**config.mk**
```make
export PLATFORM = sky130hd
export DESIGN_NAME = sid_bus_arbiter
export DESIGN_NICKNAME = d
export VERILOG_FILES = /design/src/rtl/sid_bus_arbiter_pkg.sv /design/src/rtl/sid_arb_fifo.sv /design/src/rtl/sid_bus_arbiter.sv
export SDC_FILE = /design/constraint.sdc
export NUM_CORES = 1
export LEC_CHECK = 0
export CAP_MARGIN = 20
export CORE_MARGIN = 2
export CORE_UTILIZATION = 37
export CTS_CLUSTER_DIAMETER = 80
export DETAILED_ROUTE_END_ITERATION = 10
export PLACE_DENSITY = 0.78
export SYNTH_ARGS = -nofsm -noshare
export SYNTH_HDL_FRONTEND = slang
export SYNTH_SLANG_ARGS = --single-unit
```
**constraint.sdc**
```tcl
create_clock -name clk -period 2.8 [get_ports clk]
set_clock_uncertainty 0.1 [all_clocks]
set_input_delay 0.28 -clock clk [delete_from_list [all_inputs] [get_ports clk]]
set_output_delay 0.28 -clock clk [all_outputs]
set_load 0.1 [all_outputs]
```
**src/rtl/sid_bus_arbiter_pkg.sv**
```systemverilog
// +--------------------------------------------------------------------------+
// | sid_bus_arbiter_pkg: shared SID bus types plus the host arbiter types.   |
// | Host read path is enabled by SID_ARB_HOST_READ_EN. Rev 1.0               |
// +--------------------------------------------------------------------------+
`default_nettype none

package sid_bus_arbiter_pkg;

  typedef logic [7:0] reg8_t;
  typedef logic [1:0] phase_t;

  localparam int PHI1 = 0;
  localparam int PHI2 = 1;

  typedef struct packed {
    logic       res;
    logic       we;
    logic       oe;
    logic [4:0] addr;
    reg8_t      data;
  } bus_i_t;

  typedef struct packed {
    logic       we;
    logic [4:0] addr;
    reg8_t      data;
  } host_req_t;

  typedef enum logic [1:0] {
    ARB_IDLE    = 2'd0,
    ARB_ISSUE   = 2'd1,
    ARB_CAPTURE = 2'd2
  } arb_state_e;

endpackage

`default_nettype wire

```
**src/rtl/sid_arb_fifo.sv**
```systemverilog
// +--------------------------------------------------------------------------+
// | sid_arb_fifo: synchronous FIFO of host_req_t with flush. Rev 1.0         |
// +--------------------------------------------------------------------------+
`default_nettype none

module sid_arb_fifo
  import sid_bus_arbiter_pkg::*;
#(
  parameter int unsigned DEPTH = 2
) (
  input  logic      clk,
  input  logic      res,
  input  logic      flush_i,
  input  logic      push_i,
  input  host_req_t data_i,
  input  logic      pop_i,
  output host_req_t data_o,
  output logic      empty_o,
  output logic      full_o
);

  localparam int unsigned PTR_W = (DEPTH > 1) ? $clog2(DEPTH) : 1;
  localparam logic [PTR_W:0] FULL_CNT = (PTR_W + 1)'(DEPTH);

  host_req_t        mem_q [DEPTH];
  logic [PTR_W-1:0] wr_q;
  logic [PTR_W-1:0] rd_q;
  logic [PTR_W:0]   cnt_q;
  logic             w_push;
  logic             w_pop;

  assign empty_o = (cnt_q == '0);
  assign full_o  = (cnt_q == FULL_CNT);
  assign w_push  = push_i && !full_o;
  assign w_pop   = pop_i && !empty_o;
  assign data_o  = mem_q[rd_q];

  // DEPTH is a power of two, so the pointers wrap by natural overflow.
  always_ff @(posedge clk or posedge res) begin
    if (res) begin
      wr_q  <= '0;
      rd_q  <= '0;
      cnt_q <= '0;
    end else if (flush_i) begin
      wr_q  <= '0;
      rd_q  <= '0;
      cnt_q <= '0;
    end else begin
      if (w_push) wr_q <= wr_q + 1'b1;
      if (w_pop)  rd_q <= rd_q + 1'b1;
      case ({w_push, w_pop})
        2'b10:   cnt_q <= cnt_q + 1'b1;
        2'b01:   cnt_q <= cnt_q - 1'b1;
        default: cnt_q <= cnt_q;
      endcase
    end
  end

  always_ff @(posedge clk) begin
    if (w_push && !flush_i) mem_q[wr_q] <= data_i;
  end

endmodule

`default_nettype wire

```
**src/rtl/sid_bus_arbiter.sv**
```systemverilog
// +--------------------------------------------------------------------------+
// | sid_bus_arbiter: shares the sid_core bus between the C64 and a host      |
// | port; host accesses use free PHI2 slots. Macro: SID_ARB_HOST_READ_EN.    |
// | Rev 1.0                                                                  |
// +--------------------------------------------------------------------------+
`default_nettype none

module sid_bus_arbiter
  import sid_bus_arbiter_pkg::*;
#(
  parameter int unsigned FIFO_DEPTH = 2,
  parameter int unsigned MAX_WAIT   = 255
) (
  input  logic       clk,
  input  logic       res,
  input  phase_t     phase,
  input  bus_i_t     c64_bus_i,
  input  logic       c64_cs,
  input  logic       host_req,
  input  logic       host_we,
  input  logic [4:0] host_addr,
  input  reg8_t      host_data,
  output logic       host_ack,
  output logic       host_rvalid,
  output reg8_t      host_rdata,
  output logic       host_stall,
  output bus_i_t     core_bus_o,
  output logic       core_cs,
  input  reg8_t      core_data_i
);

  localparam logic [7:0] WAIT_LIMIT = (MAX_WAIT > 255) ? 8'hFF : 8'(MAX_WAIT);

  arb_state_e state_q, state_d;
  logic [7:0] wait_q, wait_d;
  logic       ack_q;
  logic       stall_q;
  logic       w_c64_busy;
  logic       w_slot;
  logic       w_accept;
  logic       w_push;
  logic       w_pop;
  logic       w_issue;
  logic       w_empty;
  logic       w_full;
  host_req_t  w_head;
  host_req_t  w_new;
  logic       w_unused_phi1;

  assign w_unused_phi1 = phase[PHI1];
  assign w_c64_busy    = c64_cs && (c64_bus_i.we || c64_bus_i.oe);
  assign w_slot        = phase[PHI2] && !w_c64_busy && !c64_bus_i.res;
  // ack_q blocks a second accept while the host is still seeing its ack.
  assign w_accept      = host_req && !w_full && !ack_q && !c64_bus_i.res;
`ifdef SID_ARB_HOST_READ_EN
  assign w_push        = w_accept;
`else
  assign w_push        = w_accept && host_we;
`endif
  assign w_new         = '{we: host_we, addr: host_addr, data: host_data};

  sid_arb_fifo #(
    .DEPTH (FIFO_DEPTH)
  ) u_fifo (
    .clk     (clk),
    .res     (res),
    .flush_i (c64_bus_i.res),
    .push_i  (w_push),
    .data_i  (w_new),
    .pop_i   (w_pop),
    .data_o  (w_head),
    .empty_o (w_empty),
    .full_o  (w_full)
  );

  always_comb begin
    state_d = state_q;
    wait_d  = '0;
    w_pop   = 1'b0;
    w_issue = 1'b0;
    case (state_q)
      ARB_IDLE: begin
        if (!w_empty) state_d = ARB_ISSUE;
      end
      ARB_ISSUE: begin
        wait_d = wait_q;
        if (w_slot) begin
          w_issue = 1'b1;
          w_pop   = 1'b1;
          wait_d  = '0;
`ifdef SID_ARB_HOST_READ_EN
          state_d = w_head.we ? ARB_IDLE : ARB_CAPTURE;
`else
          state_d = ARB_IDLE;
`endif
        end else if (phase[PHI2] && (wait_q != 8'hFF)) begin
          wait_d = wait_q + 8'd1;
        end
      end
`ifdef SID_ARB_HOST_READ_EN
      ARB_CAPTURE: begin
        state_d = ARB_IDLE;
      end
`endif
      default: state_d = ARB_IDLE;
    endcase
    // A C64 reset flushes the queue but lets an in-flight capture finish.
    if (c64_bus_i.res && (state_q != ARB_CAPTURE)) state_d = ARB_IDLE;
  end

  always_comb begin
    core_bus_o = c64_bus_i;
    core_cs    = c64_cs;
    if (w_issue) begin
      core_bus_o.addr = w_head.addr;
      core_bus_o.data = w_head.data;
      core_bus_o.we   = w_head.we;
      core_bus_o.oe   = !w_head.we;
      core_cs         = 1'b1;
    end
  end

  always_ff @(posedge clk or posedge res) begin
    if (res) begin
      state_q <= ARB_IDLE;
      wait_q  <= '0;
      ack_q   <= 1'b0;
      stall_q <= 1'b0;
    end else begin
      state_q <= state_d;
      wait_q  <= wait_d;
      ack_q   <= w_accept;
      if ((state_q == ARB_ISSUE) && (wait_q >= WAIT_LIMIT)) stall_q <= 1'b1;
    end
  end

  assign host_ack   = ack_q;
  assign host_stall = stall_q;

`ifdef SID_ARB_HOST_READ_EN
  logic  rvalid_q;
  reg8_t rdata_q;

  always_ff @(posedge clk or posedge res) begin
    if (res) begin
      rvalid_q <= 1'b0;
      rdata_q  <= '0;
    end else begin
      rvalid_q <= (state_q == ARB_CAPTURE);
      if (state_q == ARB_CAPTURE) rdata_q <= core_data_i;
    end
  end

  assign host_rvalid = rvalid_q;
  assign host_rdata  = rdata_q;
`else
  logic w_unused_rdata;

  assign w_unused_rdata = ^core_data_i;
  assign host_rvalid    = 1'b0;
  assign host_rdata     = '0;
`endif

endmodule

`default_nettype wire

```
==> impl_metrics.csv, run 1 <==
group,metric,value,unit
layout,nets,272,
global_routing,antenna_found_initial,0,
setup_path,cp_top_family,"buffers and inverters",
setup_path,r2r_setup_slack,900,ps
setup_path,worst_path_most_repeated_cell,"buf_12",
power,ir_drop,0.310,mV
cts,cts_resized,0,
power,p_clk_frac,0.304,
power,leakagePower,1.07,nW
synth,syn_inst,172,
synth,syn_avg_cell_area,11.8,µm²
place,port-buffer-count,53,
layout,syn2layout_area_growth,41.4,%
cts,cts_tree,"yes",
synth,synth_xor_area_frac,0.0215,
setup_path,critPathMaxFanout,30,
synth,synth_mux_area_frac,0.0793,
drt,drtIter0Drc,60,
floorplan,core,5200,µm²
synth,ys_ff_latch,43,
sta,period_minus_slack,2570,ps
sta,finalHoldViolations,0,
power,combPwrFrac,0.232,
cts,cts_buffer_depth,2,
power,pwr-share-seq,0.464,
sta,drv_slew,0,
synth,synth.cell_area,2030,µm²
cts,cts.sinks,43,
layout,diodes,0,
global_routing,grt_pass1_wl,6380,µm
drt,via_per_inst,4.81,
global_routing,grt_pass1_vias,1368,
synth,synth_top_area_frac,0.413,
drt,routedWlPerCell,12.6,µm
run_status,outcome,"finished clean",
cts,postCtsSetupBuffers,0,
cts,ctsHoldBuffers,0,
layout,stdcell_count,298,
floorplan,io_pins,72,
setup_path,cp-end-kind,"primary output",
cts,numCtsBuffers,5,
global_routing,grt_overflow,0,
global_routing,grt_max_degree,31,
drt,detail-route-antenna-nets,0,
sta,fin_crit_sh,0.917,
cts,clk_pin_slew_worst_paths,80,ps
setup_path,crit_required,2420,ps
synth,synth_top_area_cell,"edfxtp_1",
sta,worst_pin_slew,593,ps
place,dp_hpwl,2740,µm
sta,holdWs,245,ps
power,switching_share,0.286,
sta,rsz0062_at_grt,"false",
synth,yosysUniqueCellTypes,34,
synth,synth_top_family_by_area,"simple AND/OR/NAND/NOR gates",
power,power_density,521,nW/µm²
synth,synth_fa_ha_area_frac,0.00615,
place,dpl.cell_count,290,
drt,drt_first_pass_iters,4,
layout,drive_above_1_share,0.162,
floorplan,die_w,78.2,µm
floorplan,die-area,6110,µm²
place,gp_congestion,0.792,
synth,seq_area_frac_synth,0.598,
setup_path,critPathBufInv,3,
power,switchingPower,0.000429,W
drt,vias,1433,
setup_path,crit_path_start_kind,"primary input",
setup_path,r2r_start,"u_fifo.cnt_q[1]$_DFFE_PP0P_",
cts,cts_max_level,2,
floorplan,start_util,0.391,
synth,synth_compound_area_frac,0.0879,
sta,setup-violations-final,0,
cts,root_buffer,"clkbuf_8",
drt,totalWireLength,3760,µm
synth,yosysWarningCount,0,
power,p_int,0.00107,W
setup_path,path_cells,"clkdlybuf4s50_1 -> o21ai_1 -> and4b_1 -> buf_12 -> nor2_1 -> a21oi_1 -> buf_12",
worst_hold_path,holdCritPathClass,"primary input to async pin",
setup_path,cp_slowest_stage_delay,450,ps
synth,synthSimpleGateAreaFrac,0.130,
synth,synth_area_leaders,"edfxtp_1, dfrtp_1, mux2i_1",
sta,fmax,390,MHz
global_routing,grt_use_total,0.133,
sta,relSlewSlack,0.602,
drt,drc,0,
setup_path,slowest_stage,"and4b_1",
setup_path,cp_data_arrival_time,2190,ps
run,maxCapViolations,0,
setup_path,crit_start,"c64_bus_i[14]",
cts,insertion_delay,280,ps
floorplan,core.rowCount,26,
floorplan,die_h,78.2,µm
setup_path,path_class,"primary input to primary output",
==> path summary, 6_finish.rpt <==
kind                                                  to  cells past startpoint
max                                        core_bus_o[8]                      7
min                                wait_q[5]$_DFFE_PP0P_                      2
max reg2reg                u_fifo.mem_q[1][10]$_DFFE_PP_                      4
min reg2reg                           host_ack$_DFF_PP0_                      1
max in group asynchronous          wait_q[4]$_DFFE_PP0P_                      2
min in group clk                      host_ack$_DFF_PP0_                      1
==> layer usage <==
layer | share of wire | global-route usage | up-vias
met2 | 0.49 | 0.221 | 47
met5 | 0 | 0 | -
li1 | - | - | 715
met1 | 0.44 | 0.166 | 665
met4 | 0.012 | 0.0368 | 0
met3 | 0.057 | 0.0437 | 6
==> metrics by stage <==
step                setup WS, ps  TNS (ps)  utilization  power, W  cell area [µm²]
floorplan                   -112     -1200            -  0.000939             2080
global placement             289         0        0.532   0.00105             2770
detailed placement           232         0        0.532   0.00106             2770
CTS                          226         0        0.553   0.00152             2880
global route                 111         0        0.553   0.00155             2880
finish                       234         0        0.553   0.00150             2880
==> state kept, by name, summed over array words and instances (netlist names) <==
name and flops:
host_stall 1, u_fifo.cnt_q 2, state_q 1, host_ack 1, u_fifo.rd_q 1, u_fifo.mem_q 28
wait_q 8, u_fifo.wr_q 1
==> Yosys cell counts (all sizes together) <==
cell,n
a211oi,5
a21oi,16
a311oi,2
a31oi,1
and3,1
and4,2
and4b,1
buf,19
conb,1
dfrtp,15
edfxtp,28
ha,1
inv,5
mux2,1
mux2i,15
nand2,3
nand2b,2
nand3,5
nand3b,2
nand4,2
nor2,25
nor2b,1
nor3,4
nor4b,1
o21ai,6
o21bai,1
or2,1
or3,1
xnor2,3
xor2,2
==> power groups by stage <==
| stage | Sequential, W | Clock (W) | Combinational [W] |
|---|---|---|---|
| after floorplan | 0.000714 | 0 | 0.000224 |
| after global placement | 0.000709 | 0 | 0.000346 |
| after detailed placement | 0.000709 | 0 | 0.000349 |
| after CTS | 0.000695 | 0.000471 | 0.000350 |
| after global routing | 0.000697 | 0.000495 | 0.000363 |
| final | 0.000696 | 0.000455 | 0.000348 |
==> logic make-up (layout without fill, tap and decap cells) <==
group	count (synthesis)	after routing
XOR/XNOR	5	5
adder cells (fa/ha/maj)	1	1
multiplexers	16	16
buffers and inverters	24	72
flip-flops	43	43
other	1	9
AND/OR/NAND/NOR	51	51
AO/OA/AOI/OAI	31	31
==> cell type report <==
| class | instances | area [µm²] |
|---|---|---|
| Timing Repair Buffer | 59 | 741 |
| Clock inverter | 3 | 38.8 |
| Sequential cell | 43 | 1220 |
| Multi-Input combinational cell | 113 | 706 |
| Tap cell | 70 | 87.6 |
| Inverter | 5 | 18.8 |
| Fill cell | 443 | 2330 |
| Clock buffer | 5 | 68.8 |
==> cells in the final DEF (no fill, tap or decap), types with 3 or more instances in the layout <==
cell / n
clkdlybuf4s50_1: 34
edfxtp_1: 28
nor2_1: 25
buf_12: 17
mux2i_1: 15
dfrtp_1: 15
a21oi_1: 13
conb_1: 9
buf_4: 8
nand3_1: 5
inv_1: 5
a211oi_1: 5
clkbuf_8: 5
o21ai_1: 4
nor3_1: 4
nand2_1: 3
xnor2_1: 3
a21oi_2: 3
(Power assumes the default switching activity.)
==> run 2: changes to the inputs <==
PLACE_DENSITY = 0.72   (was 0.78)
==> impl_metrics.csv, run 2 (synthesis gave the netlist of run 1 again) <==
group,metric,value,unit
sta,holdWs,261,ps
floorplan,die-area,6110,µm²
setup_path,worst_path_most_repeated_cell,"buf_12",
layout,diodes,0,
floorplan,io_pins,72,
cts,root_buffer,"clkbuf_8",
setup_path,critPathMaxFanout,35,
power,power_density,495,nW/µm²
cts,cts.sinks,43,
cts,cts_max_level,2,
setup_path,cp_slowest_stage_delay,420,ps
global_routing,grt_max_degree,36,
power,ir_drop,0.224,mV
sta,finalHoldViolations,0,
place,dpl.cell_count,292,
drt,drt_first_pass_iters,4,
sta,fin_tns_setup,0,ps
cts,cts_buffer_depth,2,
setup_path,r2r_setup_slack,900,ps
drt,detail-route-antenna-nets,0,
setup_path,critPathBufInv,3,
drt,routedWlPerCell,12.7,µm
power,leakagePower,1.07,nW
setup_path,r2r-end,"u_fifo.mem_q[1][8]$_DFFE_PP_",
layout,nets,274,
sta,worst_pin_slew,582,ps
drt,drc,0,
layout,drive_above_1_share,0.170,
setup_path,path_cells,"clkdlybuf4s50_1 -> o21ai_1 -> and4b_1 -> buf_12 -> mux2_2 -> buf_12",
sta,relSlewSlack,0.611,
sta,setup-violations-final,0,
run_status,outcome,"finished clean",
place,dp_hpwl,2860,µm
sta,fmax,414,MHz
place,gp_congestion,0.785,
floorplan,die_h,78.2,µm
layout,top_regs,"u_fifo.mem_q (28), wait_q (8), u_fifo.cnt_q (2)",
floorplan,start_util,0.391,
global_routing,grt_use_total,0.132,
setup_path,cp_top_family,"buffers and inverters",
setup_path,r2r_start,"u_fifo.cnt_q[1]$_DFFE_PP0P_",
cts,numCtsBuffers,5,
global_routing,antenna_found_initial,0,
setup_path,crit_start,"c64_bus_i[14]",
cts,cts_resized,0,
global_routing,grt_pass1_wl,6310,µm
global_routing,grt_pass1_vias,1332,
layout,largest_reg_flops,28,
floorplan,die_w,78.2,µm
global_routing,grt_overflow,0,
place,post-place-ws,391,ps
drt,vias,1410,
sta,rsz0062_at_grt,"false",
floorplan,core.rowCount,26,
setup_path,crit_required,2420,ps
drt,totalWireLength,3820,µm
cts,cts_tree,"yes",
setup_path,path_class,"primary input to primary output",
setup_path,slowest_stage,"clkdlybuf4s50_1",
floorplan,core,5200,µm²
sta,period_minus_slack,2420,ps
layout,layout_common_cells,"clkdlybuf4s50_1, edfxtp_1, nor2_1",
sta,setup_slack,382,ps
run,maxCapViolations,0,
layout,layout_commonest_cell,"clkdlybuf4s50_1",
setup_path,crit_path_start_kind,"primary input",
setup_path,cp-end-kind,"primary output",
drt,via_per_inst,4.70,
setup_path,cp_data_arrival_time,2040,ps
layout,syn2layout_area_growth,41.0,%
layout,fill_cells,444,
cts,clk_pin_slew_worst_paths,80,ps
place,port-buffer-count,53,
setup_path,reg2regPathDepth,4,
worst_hold_path,holdCritPathClass,"primary input to async pin",
cts,postCtsSetupBuffers,0,
cts,insertion_delay,290,ps
layout,stdcell_count,300,
sta,fin_crit_sh,0.863,
layout,regMostFlops,"u_fifo.mem_q",
drt,drtIter0Drc,57,
sta,drv_slew,0,
cts,ctsHoldBuffers,0,
## run 2: cell count changes in the layout (fill, tap and decap cells not counted)
cell | previous run | this run
buf_4 | 8 | 10
bufinv_16 | 1 | 0
clkbuf_1 | 0 | 1
clkinv_1 | 1 | 0
clkinvlp_4 | 0 | 1
## run 2: where the power goes
| part | switching [W] | total [W] | internal [W] |
|---|---|---|---|
| Combinational | 0.000228 | 0.000348 | 0.000120 |
| Sequential | 0.00000570 | 0.000695 | 0.000690 |
| Clock | 0.000203 | 0.000377 | 0.000174 |
| Total | 0.000437 | 0.00142 | 0.000984 |
## run 2: routing by layer
metal	wire length [µm]	part of all wire	vias up	track usage
met5	0	0	-	0
met4	19	0.0050	0	0.0211
met3	201	0.053	2	0.0448
met2	1980	0.52	40	0.238
met1	1620	0.42	653	0.154
li1	-	-	715	-
## run 2: how the worst max path moves through the flow
stage,to,cells past startpoint
after global routing,core_bus_o[2],7
final,core_bus_o[13],6
after CTS,core_bus_o[4],7
after detailed placement,core_bus_o[4],7
after global placement,core_bus_o[13],6
after floorplan,core_bus_o[10],5
## run 2: cell type report
type | count | area, µm² | share of cell area
clock buffers | 6 | 72.6 | 0.0253
clock inverters | 2 | 12.5 | 0.00436
inverters | 5 | 18.8 | 0.00654
multi-input cells | 113 | 706 | 0.246
flip-flops and latches | 43 | 1220 | 0.424
well taps | 70 | 87.6 | 0.0305
repair buffers | 61 | 756 | 0.263
## run 2: through the flow
stage	area [µm²]	power [W]	utilization
after floorplan	2080	0.000939	-
after global placement	2780	0.00106	0.535
after detailed placement	2780	0.00106	0.535
after CTS	2870	0.00144	0.551
after global routing	2870	0.00148	0.551
final	2870	0.00142	0.551
## run 2: worst reg2reg max path, cell delays in order (launching register included)
cell and delay (ps):
dfrtp_1 440, nor2b_1 170, or3_1 480, nor2_1 180, buf_4 220
